File: src/rtl/imem_dmem_arbiter.sv
// imem_dmem_arbiter: shares one external memory port between the I-cache refill
// path and the data-memory path, with a timeout abort for hung transactions.
// Optional feature: define ARBITER_RR_EN for round-robin on simultaneous
// requests; when undefined, D wins every tie and no last-grant state exists.
module imem_dmem_arbiter #(
    parameter int unsigned XLEN           = 32,
    parameter int unsigned TIMEOUT_CYCLES = 255
) (
    input  logic                i_clk,
    input  logic                i_rst,
    input  logic                i_ic_req,
    input  logic [XLEN-1:0]     i_ic_addr,
    output logic                o_ic_ready,
    output logic [XLEN-1:0]     o_ic_data,
    output logic                o_ic_err,
    input  logic                i_dm_req,
    input  logic                i_dm_we,
    input  logic [XLEN-1:0]     i_dm_addr,
    input  logic [XLEN-1:0]     i_dm_wdata,
    input  logic [XLEN/8-1:0]   i_dm_be,
    output logic                o_dm_ready,
    output logic [XLEN-1:0]     o_dm_rdata,
    output logic                o_dm_err,
    output logic                o_mem_req,
    output logic                o_mem_we,
    output logic [XLEN-1:0]     o_mem_addr,
    output logic [XLEN-1:0]     o_mem_wdata,
    output logic [XLEN/8-1:0]   o_mem_be,
    input  logic                i_mem_ack,
    input  logic [XLEN-1:0]     i_mem_rdata
);

    localparam int unsigned BE_W       = XLEN / 8;
    localparam int unsigned CNT_W      = (TIMEOUT_CYCLES == 0) ? 1 : $clog2(TIMEOUT_CYCLES + 1);
    localparam int unsigned CNT_LAST_I = (TIMEOUT_CYCLES == 0) ? 0 : TIMEOUT_CYCLES - 1;
    localparam logic [CNT_W-1:0] CNT_LAST = CNT_W'(CNT_LAST_I);
    localparam bit          TIMEOUT_EN = (TIMEOUT_CYCLES != 0);

    typedef enum logic [1:0] {
        ST_IDLE  = 2'd0,
        ST_GNT_I = 2'd1,
        ST_GNT_D = 2'd2
    } state_t;

    state_t             state_q;
    state_t             state_d;
    logic [CNT_W-1:0]   cnt_q;

    logic               any_req_c;
    logic               pick_d_c;
    logic               tie_pick_d_c;
    logic               timeout_c;

    logic               mem_req_d;
    logic               mem_we_d;
    logic [XLEN-1:0]    mem_addr_d;
    logic [XLEN-1:0]    mem_wdata_d;
    logic [BE_W-1:0]    mem_be_d;
    logic               ic_ready_d;
    logic [XLEN-1:0]    ic_data_d;
    logic               ic_err_d;
    logic               dm_ready_d;
    logic [XLEN-1:0]    dm_rdata_d;
    logic               dm_err_d;

    assign any_req_c = i_ic_req | i_dm_req;
    // The grant cycle in which the counter sits at TIMEOUT_CYCLES-1 is the last one allowed.
    assign timeout_c = TIMEOUT_EN && (cnt_q == CNT_LAST);

`ifdef ARBITER_RR_EN
    logic last_d_q;

    assign tie_pick_d_c = ~last_d_q;

    // Remember which side won the most recent grant; reset favours I on the first tie.
    always_ff @(posedge i_clk) begin
        if (!i_rst) begin
            last_d_q <= 1'b1;
        end else if (state_q == ST_IDLE && any_req_c) begin
            last_d_q <= pick_d_c;
        end
    end
`else
    assign tie_pick_d_c = 1'b1;
`endif

    // Winner selection: a lone request wins outright, ties go through tie_pick_d_c.
    always_comb begin
        pick_d_c = i_dm_req;
        if (i_dm_req && i_ic_req) begin
            pick_d_c = tie_pick_d_c;
        end
    end

    // State register.
    always_ff @(posedge i_clk) begin
        if (!i_rst) begin
            state_q <= ST_IDLE;
        end else begin
            state_q <= state_d;
        end
    end

    // Next-state logic.
    always_comb begin
        state_d = state_q;
        case (state_q)
            ST_IDLE: begin
                if (any_req_c) begin
                    state_d = pick_d_c ? ST_GNT_D : ST_GNT_I;
                end
            end
            ST_GNT_I, ST_GNT_D: begin
                if (i_mem_ack || timeout_c) begin
                    state_d = ST_IDLE;
                end
            end
            default: state_d = ST_IDLE;
        endcase
    end

    // Next values of the registered outputs; memory-side fields hold between grants.
    always_comb begin
        mem_req_d   = o_mem_req;
        mem_we_d    = o_mem_we;
        mem_addr_d  = o_mem_addr;
        mem_wdata_d = o_mem_wdata;
        mem_be_d    = o_mem_be;
        ic_ready_d  = 1'b0;
        ic_data_d   = '0;
        ic_err_d    = 1'b0;
        dm_ready_d  = 1'b0;
        dm_rdata_d  = '0;
        dm_err_d    = 1'b0;
        case (state_q)
            ST_IDLE: begin
                if (any_req_c) begin
                    mem_req_d = 1'b1;
                    if (pick_d_c) begin
                        mem_we_d    = i_dm_we;
                        mem_addr_d  = i_dm_addr;
                        mem_wdata_d = i_dm_wdata;
                        mem_be_d    = i_dm_be;
                    end else begin
                        mem_we_d    = 1'b0;
                        mem_addr_d  = i_ic_addr;
                        mem_wdata_d = '0;
                        mem_be_d    = '1;
                    end
                end
            end
            ST_GNT_I: begin
                if (i_mem_ack) begin
                    mem_req_d  = 1'b0;
                    ic_ready_d = 1'b1;
                    ic_data_d  = i_mem_rdata;
                end else if (timeout_c) begin
                    mem_req_d  = 1'b0;
                    ic_ready_d = 1'b1;
                    ic_err_d   = 1'b1;
                end
            end
            ST_GNT_D: begin
                if (i_mem_ack) begin
                    mem_req_d  = 1'b0;
                    dm_ready_d = 1'b1;
                    dm_rdata_d = i_mem_rdata;
                end else if (timeout_c) begin
                    mem_req_d  = 1'b0;
                    dm_ready_d = 1'b1;
                    dm_err_d   = 1'b1;
                end
            end
            default: mem_req_d = 1'b0;
        endcase
    end

    // Output registers; reset abandons any transaction without a ready pulse.
    always_ff @(posedge i_clk) begin
        if (!i_rst) begin
            o_mem_req   <= 1'b0;
            o_mem_we    <= 1'b0;
            o_mem_addr  <= '0;
            o_mem_wdata <= '0;
            o_mem_be    <= '0;
            o_ic_ready  <= 1'b0;
            o_ic_data   <= '0;
            o_ic_err    <= 1'b0;
            o_dm_ready  <= 1'b0;
            o_dm_rdata  <= '0;
            o_dm_err    <= 1'b0;
        end else begin
            o_mem_req   <= mem_req_d;
            o_mem_we    <= mem_we_d;
            o_mem_addr  <= mem_addr_d;
            o_mem_wdata <= mem_wdata_d;
            o_mem_be    <= mem_be_d;
            o_ic_ready  <= ic_ready_d;
            o_ic_data   <= ic_data_d;
            o_ic_err    <= ic_err_d;
            o_dm_ready  <= dm_ready_d;
            o_dm_rdata  <= dm_rdata_d;
            o_dm_err    <= dm_err_d;
        end
    end

    // Grant-cycle counter: zero while idle, counts every grant cycle.
    always_ff @(posedge i_clk) begin
        if (!i_rst) begin
            cnt_q <= '0;
        end else if (state_q == ST_IDLE) begin
            cnt_q <= '0;
        end else begin
            cnt_q <= cnt_q + CNT_W'(1);
        end
    end

endmodule
File: config.mk
export PLATFORM = sky130hd
export DESIGN_NAME = imem_dmem_arbiter
export DESIGN_NICKNAME = d
export VERILOG_FILES = /design/src/rtl/imem_dmem_arbiter.sv
export SDC_FILE = /design/constraint.sdc
export NUM_CORES = 1
export LEC_CHECK = 0
export ABC_AREA = 1
export CELL_PAD_IN_SITES_DETAIL_PLACEMENT = 0
export CELL_PAD_IN_SITES_GLOBAL_PLACEMENT = 1
export CORE_MARGIN = 2
export CORE_UTILIZATION = 29
export DETAILED_ROUTE_END_ITERATION = 10
export PLACE_DENSITY_LB_ADDON = 0.1
export SLEW_MARGIN = 20
export SYNTH_ARGS = -nofsm -noshare
export SYNTH_HDL_FRONTEND = slang
export SYNTH_SLANG_ARGS = --single-unit
File: constraint.sdc
create_clock -name i_clk -period 2.87 [get_ports i_clk]
set_clock_uncertainty 0.05 [all_clocks]
set_input_delay 0.287 -clock i_clk [delete_from_list [all_inputs] [get_ports i_clk]]
set_output_delay 0.287 -clock i_clk [all_outputs]
set_load 0.02 [all_outputs]
==> out/qor.yml, run 1 <==
maxCapViolations: 0
layout_commonest_cell: "clkdlybuf4s50_1"
fin_crit_sh: 0.6017
clkLatencyLatePin_ns: 0.41
post-route-drc-count: 0
dieArea_um2: 18330
worst-path-buf-inv: 1
cts_buffer_depth: 2
path_cells: "clkdlybuf4s50_1"
post-cts-setup-buffers: 0
syn_nets: 738
yosys.area.top_type: "dfxtp_1"
die_height_um: 135.4
grt_pass1_vias: 4811
cts_hold_buffers: 0
postRouteAntennaNets: 0
synth_top_cells_by_area: "dfxtp_1 59%, nand2_1 11%, nor3_1 6.7%, a21oi_1 4.0%, a31oi_1 4.0%"
utilization: 0.4963
num_vias: 4847
ys_seq_elements: 148
ys_seq_area_frac: 0.5917
cts_resized: 0
cp-start-kind: "register"
firstDrtPassIters: 4
num_io_pins: 276
clock-sinks: 148
vias_per_cell: 4.414
total_power_mw: 5.250
cp_max_fo: 2
grt_usage: 0.1688
finalCriticalPeriod_ns: 1.727
arrival_ns: 1.39
layout-drive-gt1-share: 0.05384
grt-ovfl-total: 0
fin_nets: 1003
clk_pin_slew_ns: 0.06
root_buffer: "clkbuf_16"
tns_ns: 0
endpoint_kind: "output pin"
io_buffer_count: 275
grt_pass1_wl_um: 24340
initial_core_util: 0.2925
core_area_um2: 17120
synth_area_per_cell_um2: 8.416
timing.slew.headroom: 0.6052
cp.required_ns: 2.53
cp_slowest_stage_delay_ns: 0.65
hold_class: "input pin to register"
nFillCells: 1600
rsz0062_at_grt: "false"
grt_max_degree: 58
p_leak_nw: 3.273
hold_violations: 0
die_w_um: 135.4
critPathSlowestCell: "clkdlybuf4s50_1"
synthCells: 595
clock.fmax_ghz: 0.5791
rows: 48
wl_um: 15490
power_density_nw_per_um2: 617.9
syn_area_um2: 5007
netlist.area_leader.share: 0.5917
cp_top_family: "buffers and inverters"
worstSetupPathType: "register to output pin"
drt_iter0_drc: 190
mostFrequentLayoutCells: "275 x clkdlybuf4s50_1, 150 x nand2_1, 148 x dfxtp_1"
wire_per_inst_um: 14.11
hpwl_um: 11190
syn2layout_area_growth_pct: 69.67
gp_congestion: 0.7873
status: "finished, final reports clean"
antenna_cells: 0
cts_buffers: 17
h-tree-depth: 4
cts_tree: "done"
setup_viol: 0
yosys.cell_types.count: 20
yosysWarnings: 0
antenna_found_initial: 0
peakVddDrop_v: 0.0003816
slew_viol_final: 0
tightest_slew_ns: 0.5914
## registers in the layout, summed over array words and instances (netlist names)
signal and flops:
o_ic_data 32, state_q 2, o_mem_wdata 32, o_mem_addr 32
o_mem_we 1, o_mem_req 1, o_dm_rdata 32, cnt_q 8
o_ic_ready 1, o_ic_err 1, o_dm_ready 1, o_mem_be 4
o_dm_err 1
## final timing paths
| check | depth (start not counted) | endpoint | from | slack, ns |
|---|---|---|---|---|
| setup / recovery | 1 | o_mem_addr[26] | o_mem_addr[26]$_SDFFE_PN0P_ | 1.14 |
| hold / removal | 3 | o_ic_data[2]$_SDFF_PN0_ | i_mem_rdata[2] | 0.38 |
| setup reg to reg | 7 | o_mem_addr[4]$_SDFFE_PN0P_ | state_q[1]$_SDFFE_PN0P_ | 1.17 |
| hold reg to reg | 2 | cnt_q[4]$_SDFF_PP0_ | cnt_q[4]$_SDFF_PP0_ | 0.40 |
## layout make-up
| type | count | area [um2] | share of cell area |
|---|---|---|---|
| Timing Repair Buffer | 286 | 2848 | 0.3352 |
| Clock buffer | 17 | 425.4 | 0.05007 |
| Multi-Input combinational cell | 359 | 1677 | 0.1973 |
| Inverter | 48 | 180.2 | 0.02121 |
| Clock inverter | 15 | 121.4 | 0.01429 |
| Tap cell | 225 | 281.5 | 0.03314 |
| Sequential cell | 148 | 2963 | 0.3487 |
## kinds of logic after synthesis
logic type | share of synthesized area
simple gates | 0.1984
xor+xnor | 0.001749
fa+ha+maj | 0.01249
compound gates | 0.1222
flops | 0.5917
buf+inv | 0.07346
## power breakdown
part / switching, mW / internal, mW / total [mW]
sequential: 0.0626 / 2.18 / 2.24
clock: 0.920 / 1.13 / 2.05
combinational: 0.490 / 0.469 / 0.959
## Yosys cell counts
library cell and instances:
a21oi_1 40, a31oi_1 32, buf_1 1, buf_2 15, buf_4 3, buf_6 1
clkbuf_1 20, clkinv_1 2, dfxtp_1 148, ha_1 5, inv_1 44, inv_2 2
nand2_1 150, nand3_1 4, nor2_1 20, nor3_1 67, o21ai_0 7, o21ai_1 32
o21ai_4 1, xor2_1 1
## through the flow
stage	worst slack [ns]	cell area [um2]	cells	hold WS (ns)
3_5_place_dp	0.7097	7949	1066	0.3980
4_1_cts	1.112	8496	1098	0.3582
2_1_floorplan	1.490	5007	595	0.3163
5_1_grt	0.9532	8496	1098	0.3686
3_3_place_gp	0.8103	7949	1066	0.3850
6_report	1.143	8496	1098	0.3772
## metal layers
| metal | part of all wire | track usage |
|---|---|---|
| met4 | 0.021 | 0.06424 |
| met3 | 0.11 | 0.07333 |
| met2 | 0.46 | 0.2781 |
| met1 | 0.42 | 0.1942 |
| met5 | 0 | 0 |
Note: power is estimated with default switching activity, not from simulation.
==> run 2: changes to the inputs <==
--- a/config.mk
+++ b/config.mk
@@ -9,7 +9,7 @@
 export CELL_PAD_IN_SITES_DETAIL_PLACEMENT = 0
 export CELL_PAD_IN_SITES_GLOBAL_PLACEMENT = 1
 export CORE_MARGIN = 2
-export CORE_UTILIZATION = 29
+export CORE_UTILIZATION = 24
 export DETAILED_ROUTE_END_ITERATION = 10
 export PLACE_DENSITY_LB_ADDON = 0.1
 export SLEW_MARGIN = 20
==> constraint.sdc (replaced) <==
create_clock -name i_clk -period 1.55 [get_ports i_clk]
set_clock_uncertainty 0.05 [all_clocks]
set_input_delay 0.155 -clock i_clk [delete_from_list [all_inputs] [get_ports i_clk]]
set_output_delay 0.155 -clock i_clk [all_outputs]
set_load 0.02 [all_outputs]
==> out/qor.yml, run 2 (synthesis gave the netlist of run 1 again) <==
status: "finished, final reports clean"  # unchanged
core_area_um2: 20360  # was 17120 um2
peakVddDrop_v: 0.0006892  # was 0.0003816 V
rows: 52  # was 48
clk_pin_slew_ns: 0.07  # was 0.06 ns
cts_tree: "done"  # unchanged
endpoint_kind: "output pin"  # unchanged
grt-ovfl-total: 0  # unchanged
worstSetupPathType: "register to output pin"  # unchanged
firstDrtPassIters: 4  # unchanged
placedCellCount: 1119  # was 1066
antenna_cells: 0  # unchanged
cp-start-kind: "register"  # unchanged
cp_max_fo: 1  # was 2
design_area_um2: 8653  # was 8496 um2
antenna_found_initial: 0  # unchanged
dieArea_um2: 22030  # was 18330 um2
arrival_ns: 1.30  # was 1.39 ns
die_w_um: 148.4  # was 135.4 um
gp_congestion: 0.8087  # was 0.7873
cp.required_ns: 1.34  # was 2.53 ns
power_switching_mw: 2.772  # was 1.472 mW
swShare: 0.2825  # was 0.2805
timing.slew.headroom: 0.7324  # was 0.6052
hpwl_um: 11930  # was 11190 um
post-cts-setup-buffers: 0  # unchanged
postRouteAntennaNets: 0  # unchanged
die_height_um: 148.4  # was 135.4 um
hold_class: "input pin to register"  # unchanged
path_cells: "clkdlybuf4s50_1"  # unchanged
vias_per_cell: 4.264  # was 4.414
post_dp_cell_area_um2: 8178  # was 7949 um2
mostFrequentLayoutCells: "148 x nand2_1, 148 x dfxtp_1, 138 x clkdlybuf4s50_1"  # was 275 x clkdlybuf4s50_1, 150 x nand2_1, 148 x dfxtp_1
wl_um: 16340  # was 15490 um
tightest_slew_ns: 0.4014  # was 0.5914 ns
h-tree-depth: 4  # unchanged
hold_violations: 0  # unchanged
whs_ns: 0.2386  # was 0.3772 ns
p_comb_frac: 0.178  # was 0.183
cts_buffers: 17  # unchanged
clock-sinks: 148  # unchanged
worst-path-buf-inv: 1  # unchanged
io_buffer_count: 275  # unchanged
clkLatencyLatePin_ns: 0.41  # about the same
maxCapViolations: 0  # unchanged
grt_pass1_vias: 4860  # was 4811
wire_per_inst_um: 14.20  # was 14.11 um
layout-drive-gt1-share: 0.06697  # was 0.05384
finalCriticalPeriod_ns: 1.503
fin_nets: 1011  # was 1003
grt_pass1_wl_um: 25610  # was 24340 um
post-route-drc-count: 0  # unchanged
p_clk_frac: 0.399  # was 0.390
drt_iter0_drc: 189  # was 190
rsz0062_at_grt: "false"  # unchanged
root_buffer: "clkbuf_16"  # unchanged
grt_usage: 0.1478  # was 0.1688
cp_slowest_stage_delay_ns: 0.59  # was 0.65 ns
cts_buffer_depth: 2  # unchanged
slew_viol_final: 0  # unchanged
initial_core_util: 0.2459  # was 0.2925
setup_viol: 0  # unchanged
p_leak_nw: 4.203  # was 3.273 nW
grt_max_degree: 65  # was 58
p_int_mw: 7.041  # was 3.777 mW
cp_top_family: "buffers and inverters"  # unchanged
seqPwrFrac: 0.423  # was 0.427
num_io_pins: 276  # unchanged
clock.fmax_ghz: 0.6653
fin_crit_sh: 0.9697
syn2layout_area_growth_pct: 72.81  # was 69.67%
power_density_nw_per_um2: 1134  # was 617.9 nW/um2
final_cells: 1151  # was 1098
total_power_mw: 9.813  # was 5.250 mW
num_vias: 4908  # was 4847
cts_hold_buffers: 0  # unchanged
critPathSlowestCell: "clkdlybuf4s50_1"  # unchanged
## run 2: cell count changes in the layout (fill, tap and decap cells not counted), sizes merged
cell / previous run / this run
buf: 11 / 19
clkbuf: 17 / 19
clkdlybuf4s50: 275 / 138
dlymetal6s2s: 0 / 19
clkinv: 5 / 6
inv: 54 / 53
clkinvlp: 4 / 2
dlygate4sd2: 0 / 118
## run 2: repair_timing
| action | in CTS | in global routing |
|---|---|---|
| gates resized for setup | 118 | 23 |
| setup endpoints to repair | 118 | 69 |
| cloned | 0 | 0 |
## run 2: power by group through the flow
stage / Clock [mW] / Combinational, mW / Sequential [mW]
after floorplan: 0 / 0.563 / 4.50
after global placement: 0 / 1.91 / 4.24
after detailed placement: 0 / 1.91 / 4.24
after CTS: 4.05 / 1.77 / 4.15
after global routing: 4.20 / 1.91 / 4.17
final: 3.92 / 1.75 / 4.15
## run 2: per-stage QoR
step | setup TNS, ns | utilization | worst slack (ns)
3_5_place_dp | -0.0007587 | 0.4016 | -0.0007587
5_1_grt | 0 | 0.4249 | 0.0008660
4_1_cts | 0 | 0.4221 | 0.00004197
6_report | 0 | 0.4249 | 0.04703
2_1_floorplan | 0 | - | 0.1697
3_3_place_gp | 0 | 0.4016 | 0.05218
## run 2: routing by layer
layer | routed length [um] | part of all wire | global-route usage
met1 | 6504 | 0.40 | 0.1671
met2 | 7876 | 0.48 | 0.2458
met3 | 1664 | 0.10 | 0.06748
met4 | 295 | 0.018 | 0.05381
met5 | 0 | 0 | 0
## run 2: path summary, 6_finish.rpt
kind,start,end,slack (ns),depth (start not counted)
worst max register to register,state_q[0]$_SDFFE_PN0P_,o_mem_addr[16]$_SDFFE_PN0P_,0.16,7
worst min register to register,cnt_q[4]$_SDFF_PP0_,cnt_q[4]$_SDFF_PP0_,0.40,2
worst max-delay path,o_dm_rdata[23]$_SDFF_PN0_,o_dm_rdata[23],0.05,1
worst min-delay path,i_mem_rdata[0],o_ic_data[0]$_SDFF_PN0_,0.24,3
## run 2: area by class of cell
type                    count  area [um2]
repair buffers            294        2920
multi-input cells         359        1687
flip-flops and latches    148        2963
inverters                  48       180.2
well taps                 270       337.8
clock inverters            13       112.6
fillers                  2018       11710
clock buffers              19       452.9
==> run 3: changes to the inputs <==
--- a/config.mk
+++ b/config.mk
@@ -12,7 +12,7 @@
 export CORE_UTILIZATION = 24
 export DETAILED_ROUTE_END_ITERATION = 10
 export PLACE_DENSITY_LB_ADDON = 0.1
-export SLEW_MARGIN = 20
+export SLEW_MARGIN = 5
 export SYNTH_ARGS = -nofsm -noshare
 export SYNTH_HDL_FRONTEND = slang
 export SYNTH_SLANG_ARGS = --single-unit
==> results of run 3 <==
The final DEF is identical to that of run 2; final timing and power are the same.
